**config.mk**
```make
export PLATFORM = sky130hd
export DESIGN_NAME = pio_cc_buffer
export DESIGN_NICKNAME = d
export VERILOG_FILES = /design/src/rtl/pio_pkg.sv /design/src/rtl/pio_sync_fifo.sv /design/src/rtl/pio_cc_buffer.sv
export SDC_FILE = /design/constraint.sdc
export NUM_CORES = 1
export LEC_CHECK = 0
export BUFFER_PORTS_ARGS = -buffer_cell sky130_fd_sc_hd__buf_4
export CORE_MARGIN = 1.5
export CORE_UTILIZATION = 40
export DETAILED_ROUTE_END_ITERATION = 7
export RECOVER_POWER = 25
export SETUP_SLACK_MARGIN = 0.02
export SYNTH_ARGS = -nofsm -noshare
export SYNTH_HDL_FRONTEND = slang
export SYNTH_HIERARCHICAL = 1
export SYNTH_SLANG_ARGS = --single-unit
export TNS_END_PERCENT = 5
```
**constraint.sdc**
```tcl
create_clock -name user_clk -period 20.6 [get_ports user_clk]
set_input_delay 1.03 -clock user_clk [delete_from_list [all_inputs] [get_ports user_clk]]
set_output_delay 1.03 -clock user_clk [all_outputs]
set_load 0.05 [all_outputs]
```
**src/rtl/pio_pkg.sv**
```systemverilog
// pio_pkg: shared CC stream beat type and interface constants for the PIO completer path
package pio_pkg;
  localparam int CC_DATA_WIDTH   = 64;
  localparam int CC_KEEP_WIDTH   = CC_DATA_WIDTH / 32;
  localparam int CC_TUSER_WIDTH  = 33;
  localparam int CC_TREADY_WIDTH = 4;
  typedef struct packed {
    logic [CC_DATA_WIDTH-1:0]  tdata;
    logic [CC_KEEP_WIDTH-1:0]  tkeep;
    logic [CC_TUSER_WIDTH-1:0] tuser;
    logic                      tlast;
  } cc_beat_t;
endpackage

```
**src/rtl/pio_sync_fifo.sv**
```systemverilog
// pio_sync_fifo: single-clock circular RAM FIFO with show-ahead read
//   clk/rst_n  clock, async active-low reset
//   i_push     write i_data at the tail (caller guarantees not full)
//   i_pop      advance the head (caller guarantees not empty)
//   o_data     current head entry, o_empty, o_count entries stored
module pio_sync_fifo #(
  parameter int W     = 100,
  parameter int DEPTH = 16,
  parameter int AW    = $clog2(DEPTH)
) (
  input  logic         clk,
  input  logic         rst_n,
  input  logic         i_push,
  input  logic [W-1:0] i_data,
  input  logic         i_pop,
  output logic [W-1:0] o_data,
  output logic         o_empty,
  output logic [AW:0]  o_count
);
  logic [W-1:0]  r_ram [DEPTH];
  logic [AW-1:0] r_wr, r_rd;
  logic [AW:0]   r_cnt;
  always_ff @(posedge clk)
    if (i_push) r_ram[r_wr] <= i_data;
  always_ff @(posedge clk or negedge rst_n)
    if (!rst_n) begin
      r_wr  <= '0;
      r_rd  <= '0;
      r_cnt <= '0;
    end else begin
      r_wr  <= r_wr + AW'(i_push);
      r_rd  <= r_rd + AW'(i_pop);
      r_cnt <= r_cnt + (AW+1)'(i_push) - (AW+1)'(i_pop);
    end
  assign o_data  = r_ram[r_rd];
  assign o_empty = ~|r_cnt;
  assign o_count = r_cnt;
endmodule

```
**src/rtl/pio_cc_buffer.sv**
```systemverilog
// pio_cc_buffer: CC AXI-Stream buffer between host_pio and the PCIe core s_axis_cc port
//   user_clk/reset_n  sole clock, asynchronous active-low reset
//   in_*              CC beats from host_pio; in_tready decoded from registered state only
//   s_axis_cc_*       CC beats to the core from a registered first-word-fall-through stage
//   level, pkt_cnt    beats stored (incl. output register), complete TLPs not yet drained
//   oversize          only with PIO_CC_STORE_FWD_EN defined: sticky deadlock-escape flag
module pio_cc_buffer
  import pio_pkg::*;
#(
  parameter int C_DATA_WIDTH = 64,
  parameter int KEEP_WIDTH   = C_DATA_WIDTH / 32,
  parameter int TUSER_WIDTH  = CC_TUSER_WIDTH,
  parameter int DEPTH        = 16,
  parameter int AW           = $clog2(DEPTH)
) (
  input  logic                       user_clk,
  input  logic                       reset_n,
  input  logic [C_DATA_WIDTH-1:0]    in_tdata,
  input  logic [TUSER_WIDTH-1:0]     in_tuser,
  input  logic                       in_tlast,
  input  logic [KEEP_WIDTH-1:0]      in_tkeep,
  input  logic                       in_tvalid,
  output logic                       in_tready,
  output logic [C_DATA_WIDTH-1:0]    s_axis_cc_tdata,
  output logic [TUSER_WIDTH-1:0]     s_axis_cc_tuser,
  output logic                       s_axis_cc_tlast,
  output logic [KEEP_WIDTH-1:0]      s_axis_cc_tkeep,
  output logic                       s_axis_cc_tvalid,
  input  logic [CC_TREADY_WIDTH-1:0] s_axis_cc_tready,
  output logic [AW:0]                level,
  output logic [AW:0]                pkt_cnt
`ifdef PIO_CC_STORE_FWD_EN
  ,
  output logic                       oversize
`endif
);
  localparam int W = C_DATA_WIDTH + KEEP_WIDTH + TUSER_WIDTH + 1;
  logic          r_init, r_valid;
  logic [W-1:0]  r_beat, w_head;
  logic [AW:0]   r_pkt, w_fcnt;
  logic          w_empty, w_push, w_pop, w_load, w_gate, w_unused;
  assign w_unused = ^s_axis_cc_tready[CC_TREADY_WIDTH-1:1];
  assign w_push   = in_tvalid & in_tready;
  assign w_pop    = r_valid & s_axis_cc_tready[0];
  // refill the output register whenever it is empty or being drained this cycle
  assign w_load   = ~w_empty & (~r_valid | w_pop) & w_gate;
  assign level    = w_fcnt + {{AW{1'b0}}, r_valid};
  // level never exceeds DEPTH (a power of two), so its MSB alone flags full
  assign in_tready = r_init & ~level[AW];
  pio_sync_fifo #(.W(W), .DEPTH(DEPTH), .AW(AW)) u_fifo (
    .clk     (user_clk),
    .rst_n   (reset_n),
    .i_push  (w_push),
    .i_data  ({in_tdata, in_tkeep, in_tuser, in_tlast}),
    .i_pop   (w_load),
    .o_data  (w_head),
    .o_empty (w_empty),
    .o_count (w_fcnt)
  );
  always_ff @(posedge user_clk or negedge reset_n)
    if (!reset_n) begin
      r_init  <= 1'b0;
      r_valid <= 1'b0;
      r_beat  <= '0;
      r_pkt   <= '0;
    end else begin
      r_init  <= 1'b1;
      r_valid <= w_load | (r_valid & ~w_pop);
      if (w_load) r_beat <= w_head;
      r_pkt   <= r_pkt + {{AW{1'b0}}, w_push & in_tlast} - {{AW{1'b0}}, w_pop & s_axis_cc_tlast};
    end
`ifdef PIO_CC_STORE_FWD_EN
  logic        r_mid, r_oversize, w_esc;
  logic [AW:0] w_fpkt;
  // complete TLPs still waiting behind the output register
  assign w_fpkt   = r_pkt - {{AW{1'b0}}, r_valid & r_beat[0]};
  // full with no tlast stored: this TLP can never complete here, so let it cut through
  assign w_esc    = level[AW] & ~|r_pkt;
  assign w_gate   = r_mid | (|w_fpkt) | w_esc;
  assign oversize = r_oversize;
  always_ff @(posedge user_clk or negedge reset_n)
    if (!reset_n) begin
      r_mid      <= 1'b0;
      r_oversize <= 1'b0;
    end else begin
      if (w_load) r_mid <= ~w_head[0];
      if (w_esc) r_oversize <= 1'b1;
    end
`else
  assign w_gate = 1'b1;
`endif
  assign {s_axis_cc_tdata, s_axis_cc_tkeep, s_axis_cc_tuser, s_axis_cc_tlast} = r_beat;
  assign s_axis_cc_tvalid = r_valid;
  assign pkt_cnt          = r_pkt;
endmodule

```
==> results.py <==
metrics = {
    "run_status": {
        "outcome": "finished clean",
    },
    "route": {
        "wl_per_cell_um": 26.8,
        "dr_total_vias": 32100,
        "ant_nets": 0,
        "drtIter0Drc": 3032,
        "viasPerCell": 5.51,
        "dr.pass1.iters": 5,
        "wl_um": 156000,
        "drc": 0,
    },
    "layout": {
        "register_area_mm2": 0.0511,
        "layout_common_cells": "edfxtp_1, mux2i_1, buf_4",
        "multi_input_area_mm2": 0.0141,
        "nNetsFinal": 3609,
        "final_common_cell": "edfxtp_1",
        "layout-drive-gt1-share_pct": 21.5,
        "area_growth_pct": 14.1,
        "fill_cells": 13800,
    },
    "worst_setup_path": {
        "critPathKind": "reg2reg",
        "cp.arrival_ns": 5.56,
        "ff2ff_setup_slack_ns": 15.44,
        "path_max_fanout": 46,
        "cp_num_buf_inv": 2,
        "crit_family": "simple AND/OR/NAND/NOR gates",
        "crit_chain": "ha_1, ha_1, nand3_1, xor2_1, and3_1, nand3b_1, nor2_4, buf_4, buf_4",
        "slowest_stage": "nor2_4",
        "start_kind": "register",
        "max_stage_delay_ns": 1.01,
        "endpoint_kind": "register",
        "cp.required_ns": 21.00,
    },
    "clocking": {
        "clk_latency_ns": 0.80,
        "clkSinkCount": 1720,
        "cts.repair.resized": 0,
        "clk_pin_slew_ns": 0.06,
        "cts_tree": "done",
        "cts_root_buf": "clkbuf_16",
        "cts_max_path_buffers": 3,
        "cts-htree-levels": 4,
        "post_cts_buffers": 0,
        "numCtsBuffers": 177,
        "holdBufCountCts": 0,
    },
    "grt": {
        "track_usage_pct": 18.4,
        "grt_max_degree": 137,
        "grt_pass1_wl_um": 226000,
        "antenna_found_initial": 26,
        "busiest_layer": "met2",
        "grt_pass1_vias": 32400,
        "use_met3_pct": 3.46,
        "grt_overflow": 0,
        "grt_use_met1_pct": 25.4,
        "grtUsageMet2_pct": 30.1,
    },
    "sta": {
        "period_share_pct": 25.0,
        "skew_ns": 0.0334,
        "hold_viol": 0,
        "fmax_mhz": 194,
        "worst_pin_slew_ns": 1.16,
        "setup_violations": 0,
        "max-slew-margin-rel_pct": 22.2,
        "finalSetupTns_ns": 0,
        "min_period_ns": 5.16,
        "rsz0062_at_grt": "false",
        "drv_slew": 0,
    },
    "placed_design": {
        "dp_hpwl_um": 77600,
        "io_buffers": 215,
        "place.gp.congestion": 0.706,
    },
    "logic_synthesis": {
        "synthTopCellsByArea": "edfxtp_1, mux4_2, mux2i_1, dfrtp_1, a221oi_1",
        "synth_top_cell_by_area": "edfxtp_1",
        "yosys.cell_types.count": 39,
        "netlist_instances": 3198,
        "async_flop_share_pct": 6.98,
        "synth-edff-count": 1600,
        "netlist_area_mm2": 0.0663,
        "seq_area_frac_synth_pct": 76.9,
        "synth-seq-cells": 1720,
        "ys_warn_count": 6,
        "synth_top_area_share_pct": 72.4,
        "yosys_most_used_dff": "edfxtp_1",
        "avgSynthCellArea_um2": 20.7,
        "syn-num-nets": 3324,
    },
    "floorplanning": {
        "ios": 219,
        "die_area_mm2": 0.168,
        "coreArea_mm2": 0.165,
        "start_util_pct": 40.3,
        "die_w_um": 410,
        "die_h_um": 410,
        "rows": 149,
    },
    "power_and_ir_drop": {
        "ir_worst_vdd_mv": 0.171,
        "leakage_nw": 25.5,
        "fin_total_pwr_w": 0.0106,
        "power_density_mw_per_mm2": 141,
    },
    "job": {
        "drv_cap": 0,
    },
    "worst_hold_path": {
        "hp-class": "in2async",
    },
}
flip-flops by register name, indices dropped and copies added (netlist names):
name,count
u_fifo/r_ram,1600
r_beat,100
pkt_cnt,5
u_fifo/o_count,5
u_fifo/r_rd,4
u_fifo/r_wr,4
r_init,1
s_axis_cc_tvalid,1
logic make-up after synthesis:
group / Yosys count / share of synthesized area [%]
xor+xnor: 15 / 0.198
flops: 1720 / 76.9
mux: 700 / 15.0
buf+inv: 197 / 1.97
other cells: 1 / 0.00565
simple gates: 137 / 0.851
fa+ha+maj: 19 / 0.381
compound gates: 409 / 4.62
per-layer routing:
layer	vias up	share of wire, %
li1	13900	-
met1	17000	44
met2	938	49
met3	234	5.7
met4	26	2.0
met5	-	0.10
report_power, final:
part	leakage [nW]	switching [W]	internal, W
combinational	6.95	0.00193	0.00130
sequential	15.8	0.000200	0.00406
clock	2.83	0.00133	0.00182
final timing paths:
path	startpoint	cells after the start	endpoint
setup reg to reg	s_axis_cc_tvalid$_DFF_PN0_	9	u_fifo/r_ram[12][31]$_DFFE_PP_
max in group asynchronous	reset_n	2	r_beat[43]$_DFFE_PN0P_
hold reg to reg	r_beat[83]$_DFFE_PN0P_	1	r_beat[83]$_DFFE_PN0P_
setup / recovery	s_axis_cc_tvalid$_DFF_PN0_	9	u_fifo/r_ram[12][31]$_DFFE_PP_
min in group user_clk	s_axis_cc_tready[0]	2	s_axis_cc_tvalid$_DFF_PN0_
hold / removal	reset_n	1	r_beat[14]$_DFFE_PN0P_
through the flow:
step	cell area (µm²)	cells	hold WS [ns]	setup slack, ns	utilization, %
2_1_floorplan	66300	3198	0.488	10.95	-
3_3_place_gp	70200	5493	0.472	15.41	42.6
3_5_place_dp	70200	5493	0.481	15.41	42.6
4_1_cts	75900	5826	0.248	15.38	46.1
5_1_grt	75700	5830	0.274	15.10	45.9
6_report	75700	5831	0.256	15.44	45.9
Yosys cell counts, types with 15 or more instances:
master,count
edfxtp_1,1600
mux2i_1,400
a221oi_1,200
mux4_2,200
dfrtp_1,120
nand2_1,102
a22oi_1,100
o21ai_0,100
mux2_4,89
clkbuf_1,81
buf_6,35
buf_4,33
inv_1,19
ha_1,17
buf_2,15
final cells by class:
cell class / instances / share of cell area, %
Sequential cell: 1720 / 67.5
Multi-Input combinational cell: 1281 / 18.6
Clock buffer: 266 / 6.68
Tap cell: 2189 / 3.62
Timing Repair Buffer: 283 / 2.49
Clock inverter: 67 / 0.966
Inverter: 20 / 0.106
Antenna cell: 5 / 0.0165
(Power assumes the default switching activity.)
